--- config.mk ---
export PLATFORM = sky130hd
export DESIGN_NAME = dcache_port_arbiter
export DESIGN_NICKNAME = d
export VERILOG_FILES = /design/src/rtl/dcache_port_arbiter_pkg.sv /design/src/rtl/dcache_port_arbiter.sv
export SDC_FILE = /design/constraint.sdc
export NUM_CORES = 1
export LEC_CHECK = 0
export ABC_AREA = 1
export CAP_MARGIN = 0
export CORE_ASPECT_RATIO = 1.2
export CORE_MARGIN = 1.5
export CORE_UTILIZATION = 44
export CTS_CLUSTER_DIAMETER = 120
export DETAILED_ROUTE_END_ITERATION = 16
export HOLD_SLACK_MARGIN = 0.1
export PLACE_DENSITY = 0.85
export SETUP_SLACK_MARGIN = 0.2
export SYNTH_ARGS = -nofsm -noshare
export SYNTH_HDL_FRONTEND = slang
export SYNTH_SLANG_ARGS = --single-unit
--- constraint.sdc ---
create_clock -name clk -period 8.4 [get_ports clk]
set_clock_uncertainty 0.1 [all_clocks]
set_input_delay 2.1 -clock clk [delete_from_list [all_inputs] [get_ports clk]]
set_output_delay 2.1 -clock clk [all_outputs]
set_load 0.01 [all_outputs]
--- src/rtl/dcache_port_arbiter_pkg.sv ---
// Shared types for the data-cache port arbiter.
// Widths default to Sv32: 34-bit physical address, 32-bit data/PTE.
package dcache_port_arbiter_pkg;

    localparam int DC_PALEN = 34;
    localparam int DC_XLEN  = 32;

    localparam logic [3:0] PTE_SEL_BYTE = 4'hF;

    typedef enum logic [2:0] {
        IDLE,
        MMU_BUSY,
        LSU_BUSY,
        DRAIN,
        RESP
    } type_dc_arb_states_e;

    typedef struct packed {
        logic                req;
        logic                w_en;
        logic [3:0]          sel_byte;
        logic [DC_PALEN-1:0] paddr;
        logic [DC_XLEN-1:0]  wdata;
    } type_arb2dcache_s;

    typedef struct packed {
        logic               ack;
        logic [DC_XLEN-1:0] rdata;
    } type_dcache2arb_s;

    // Two-way round-robin: on a tie the side not served last wins.
    function automatic logic grant_mmu(
        input logic mmu_ok,
        input logic lsu_req,
        input logic last_mmu
    );
        return mmu_ok && (!lsu_req || !last_mmu);
    endfunction

endpackage

--- src/rtl/dcache_port_arbiter.sv ---
// Shares the single D-cache port between the page-table walker and the LSU.
// Round-robin grant, registered cache request, response routed to its owner.
module dcache_port_arbiter
    import dcache_port_arbiter_pkg::*;
#(
    parameter int PALEN = 34,
    parameter int XLEN  = 32
) (
    input  logic             clk,
    input  logic             rst,

    input  logic             mmu_req_i,
    input  logic [PALEN-1:0] mmu_paddr_i,
    input  logic             mmu_kill_i,
    output logic             mmu_ack_o,
    output logic [XLEN-1:0]  mmu_rdata_o,

    input  logic             lsu_req_i,
    input  logic             lsu_w_en_i,
    input  logic [3:0]       lsu_sel_byte_i,
    input  logic [PALEN-1:0] lsu_paddr_i,
    input  logic [XLEN-1:0]  lsu_wdata_i,
    output logic             lsu_ack_o,
    output logic [XLEN-1:0]  lsu_rdata_o,

    output logic             dc_req_o,
    output logic             dc_w_en_o,
    output logic [3:0]       dc_sel_byte_o,
    output logic [PALEN-1:0] dc_paddr_o,
    output logic [XLEN-1:0]  dc_wdata_o,
    input  logic             dc_ack_i,
    input  logic [XLEN-1:0]  dc_rdata_i
);

    type_dc_arb_states_e state, state_n;
    logic                last_mmu, last_mmu_n;

    logic             req_n, w_en_n;
    logic [3:0]       sel_n;
    logic [PALEN-1:0] paddr_n;
    logic [XLEN-1:0]  wdata_n;
    logic             mmu_ack_n, lsu_ack_n;
    logic [XLEN-1:0]  mmu_rdata_n, lsu_rdata_n;
    logic             mmu_ok;

    assign mmu_ok = mmu_req_i && !mmu_kill_i;

    always_comb begin
        state_n     = state;
        last_mmu_n  = last_mmu;
        req_n       = dc_req_o;
        w_en_n      = dc_w_en_o;
        sel_n       = dc_sel_byte_o;
        paddr_n     = dc_paddr_o;
        wdata_n     = dc_wdata_o;
        mmu_ack_n   = 1'b0;
        lsu_ack_n   = 1'b0;
        mmu_rdata_n = mmu_rdata_o;
        lsu_rdata_n = lsu_rdata_o;

        unique case (state)
            IDLE: begin
                if (grant_mmu(mmu_ok, lsu_req_i, last_mmu)) begin
                    state_n    = MMU_BUSY;
                    last_mmu_n = 1'b1;
                    req_n      = 1'b1;
                    w_en_n     = 1'b0;
                    sel_n      = PTE_SEL_BYTE;
                    paddr_n    = mmu_paddr_i;
                    wdata_n    = '0;
                end else if (lsu_req_i) begin
                    state_n    = LSU_BUSY;
                    last_mmu_n = 1'b0;
                    req_n      = 1'b1;
                    w_en_n     = lsu_w_en_i;
                    sel_n      = lsu_sel_byte_i;
                    paddr_n    = lsu_paddr_i;
                    wdata_n    = lsu_wdata_i;
                end
            end
            MMU_BUSY: begin
                if (dc_ack_i) begin
                    req_n = 1'b0;
                    if (mmu_kill_i) begin
                        state_n = IDLE;
                    end else begin
                        state_n     = RESP;
                        mmu_ack_n   = 1'b1;
                        mmu_rdata_n = dc_rdata_i;
                    end
                end else if (mmu_kill_i) begin
                    state_n = DRAIN;
                end
            end
            // The cache cannot abandon an issued access; wait it out.
            DRAIN: begin
                if (dc_ack_i) begin
                    req_n   = 1'b0;
                    state_n = IDLE;
                end
            end
            LSU_BUSY: begin
                if (dc_ack_i) begin
                    req_n       = 1'b0;
                    state_n     = RESP;
                    lsu_ack_n   = 1'b1;
                    lsu_rdata_n = dc_rdata_i;
                end
            end
            RESP: begin
                state_n = IDLE;
            end
            default: begin
                state_n = IDLE;
                req_n   = 1'b0;
            end
        endcase
    end

    always_ff @(posedge clk or posedge rst) begin
        if (rst) begin
            state         <= IDLE;
            last_mmu      <= 1'b0;
            dc_req_o      <= 1'b0;
            dc_w_en_o     <= 1'b0;
            dc_sel_byte_o <= '0;
            dc_paddr_o    <= '0;
            dc_wdata_o    <= '0;
            mmu_ack_o     <= 1'b0;
            lsu_ack_o     <= 1'b0;
            mmu_rdata_o   <= '0;
            lsu_rdata_o   <= '0;
        end else begin
            state         <= state_n;
            last_mmu      <= last_mmu_n;
            dc_req_o      <= req_n;
            dc_w_en_o     <= w_en_n;
            dc_sel_byte_o <= sel_n;
            dc_paddr_o    <= paddr_n;
            dc_wdata_o    <= wdata_n;
            mmu_ack_o     <= mmu_ack_n;
            lsu_ack_o     <= lsu_ack_n;
            mmu_rdata_o   <= mmu_rdata_n;
            lsu_rdata_o   <= lsu_rdata_n;
        end
    end

endmodule

==> results by group <==
Outcome
  • Status: finished clean

Power and ir drop
  • Combinational share of power: 42.8%
  • Register share of total power: 35.5%
  • Worst IR Drop VDD: 0.194 mV
  • Clk network pwr share: 21.7%
  • P_leak: 4.62 nW
  • Int Pwr: 2.12 mW
  • Sw frac: 35.0%
  • Power per cell area: 352 mW/mm^2
  • Psw: 1.14 mW

Synth
  • FFs w/ async S/R, synth: 100%
  • Synthesized net count: 849
  • Avg Inst Size Synth: 8.36 sq um
  • Number of synthesized flops with an enable pin: 0
  • Most frequent cells after synthesis: nand2_1, dfrtp_1, inv_1
  • Syn Inst Count: 706
  • Top cells by area, synth: dfrtp_1, nand2_1, o21ai_0
  • Dominant cell type by area after synthesis: dfrtp_1
  • Post-synth top area share: 60.2%
  • Top_reg_cell synth: dfrtp_1
  • Ys Warns: 0
  • Netlist cell types: 19
  • Seq/Total Area, Yosys: 60.2%
  • Yosys reg bits: 142
  • Top-count cell post-synth: nand2_1
  • Synthesized area: 0.00590 sq mm

Timing
  • Max Clk Rate: 246 MHz
  • Tcrit/Tclk final: 48.3%
  • Slew Viols, Final: 0
  • Fin. Hold Viols: 0
  • RSZ-0062 raised after global routing: no
  • Worst slew pin tran: 1150 ps
  • Min Clock Period, post-route: 4060 ps
  • Max-Slew Margin vs Limit: 23.0%
  • Final setup fails: 0
  • Setup TNS: 0 ps

Clocking
  • TritonCTS buffer count: 17
  • Post-CTS Setup Bufs: 0
  • Root buffer cell: clkbuf_16
  • Clk_lat worst skew: 400 ps
  • CTS tree: yes
  • H-tree depth: 4
  • Clock Pin Slew Worst Setup and Hold Paths: 60 ps
  • # hold bufs at CTS: 0
  • Clk sinks: 142
  • Post-cts resize count: 0
  • Max Buffers Root-to-Sink: 2

Setup path
  • Worst Reg-to-Reg Cells: 8
  • Worst r2r dst: dc_wdata_o[28]$_DFFE_PP0P_
  • Worst flop-to-flop path startpoint: state[0]$_DFFE_PP0P_
  • Startpoint types: input pin
  • Crit Path Category: input pin to flop
  • Reg2Reg Setup Slack: 6190 ps
  • Req. time, crit path: 8640 ps
  • CP Capture Type: flop
  • Crit Path Max Fanout: 45
  • Arrival time at the worst endpoint: 4290 ps

GRT
  • First-pass GRT wire length: 25.3 mm
  • Vias in the first global route: 5220
  • Initial antenna violation count: 1
  • GRT overflow: 0
  • GRT Overall Usage: 23.3%
  • Largest net degree at the start of global routing: 80

Detailed routing
  • Metal2 WL: 8.28 mm
  • Via Count: 5424
  • Routed Antenna Nets: 0
  • Met3 Routed Length: 1.56 mm
  • Metal-1 WL: 6.34 mm
  • Number of iterations in the first detailed-routing pass: 5
  • DRT iter0 DRCs: 312
  • Wire per inst: 14.4 um
  • # DRC: 0
  • Highest Signal Layer: met5
  • DR vias/cell: 4.70
  • Final wirelength: 16.6 mm

Placement
  • GPL Wtd Cong: 0.806
  • DPL Wire Length: 11.8 mm
  • Area post-placement: 0.00871 sq mm
  • Placed insts: 1122
  • PortBufs: 280

Layout
  • Final cell count without fillers: 1153
  • Ratio of cells with drive above 1 in the final layout: 4.77%
  • Diodes inserted: 0
  • Finished Cell Area: 0.00927 sq mm
  • Layout Nets: 1116
  • Area grow syn2layout: 57.0%

Worst hold path
  • Min-delay src: dc_paddr_o[18]$_DFFE_PP0P_
  • Worst Hold Class: flop to flop
  • Hold endpoint: dc_paddr_o[18]$_DFFE_PP0P_
  • WHS Path Cells: 2

Die
  • Site Rows: 46
  • Die Width: 109 um
  • Initial Util: 44.8%
  • DIE HEIGHT: 130 um
  • Die ar.: 0.0141 sq mm
  • Area of the core: 0.0132 sq mm
  • Ports: 281

Job
  • Maxcap violations: 0
==> power groups by stage <==
stage / sequential, mW / clock [mW] / combinational [mW]
after floorplan: 1.29 / 0 / 0.520
after global placement: 1.15 / 0 / 1.37
after detailed placement: 1.16 / 0 / 1.41
after CTS: 1.16 / 0.723 / 1.42
after global routing: 1.19 / 0.756 / 1.53
final: 1.16 / 0.710 / 1.40
==> critical path, stage by stage <==
cell             delay [ps]
clkdlybuf4s50_1         490
inv_2                    60
a21oi_1                 190
nor2_2                   50
buf_4                   240
inv_2                   410
buf_4                   490
nand2_1                 120
nand2_1                 100
==> sequential cells by signal, summed over array words and instances (netlist names) <==
| register | cells |
|---|---|
| dc_paddr_o | 34 |
| dc_wdata_o | 32 |
| lsu_rdata_o | 32 |
| mmu_rdata_o | 32 |
| dc_sel_byte_o | 4 |
| state | 3 |
| dc_req_o | 1 |
| dc_w_en_o | 1 |
| last_mmu | 1 |
| lsu_ack_o | 1 |
| mmu_ack_o | 1 |
==> placed cells by master, fill, tap and decap left out, drive strengths merged <==
cell | synthesis | layout
nand2 | 393 | 393
clkinv | 0 | 4
inv | 44 | 47
clkbuf | 5 | 19
bufinv | 0 | 1
nand4 | 1 | 1
nand3 | 8 | 8
a21oi | 1 | 1
buf | 32 | 5
o21ai | 70 | 70
clkdlybuf4s50 | 0 | 280
nor2 | 10 | 10
dfrtp | 142 | 142
clkinvlp | 0 | 4
==> area by class of cell <==
cell class                 count  area, sq um
fill                        1012         3910
multi-input combinational    483         1940
clock buffer                  19          443
clock inverter                12          114
sequential                   142         3550
timing repair buffer         285         2840
tap                          168          210
inverter                      44          170
==> stage by stage <==
step	hold WS, ps	power (mW)	setup slack, ps	utilization, %
floorplan	353	1.81	2390	-
global placement	353	2.53	3930	66.1
detailed placement	364	2.57	3910	66.1
CTS	379	3.30	4340	70.3
global route	397	3.48	4170	70.3
finish	376	3.26	4340	70.3
==> logic make-up (layout without fill, tap and decap cells) <==
group           after synthesis  count (layout)  share of synthesized area, %
compound gates               71              71                          6.02
simple gates                412             412                          26.8
buf+inv                      81             360                          7.02
flops                       142             142                          60.2
==> metal layers <==
layer	vias up	track usage, %
li1	2682	-
met1	2484	25.9
met2	224	40.5
met3	32	9.34
met4	2	7.74
met5	-	0
==> worst max path at each step <==
stage	startpoint	endpoint	slack [ps]
finish	mmu_kill_i	dc_wdata_o[28]$_DFFE_PP0P_	4340
global route	mmu_kill_i	dc_wdata_o[25]$_DFFE_PP0P_	4170
CTS	mmu_kill_i	dc_wdata_o[28]$_DFFE_PP0P_	4340
detailed placement	mmu_kill_i	dc_wdata_o[28]$_DFFE_PP0P_	3910
global placement	lsu_req_i	dc_sel_byte_o[3]$_DFFE_PP0P_	3930
floorplan	rst	dc_paddr_o[0]$_DFFE_PP0P_	2390
Note: power is estimated with default switching activity, not from simulation.
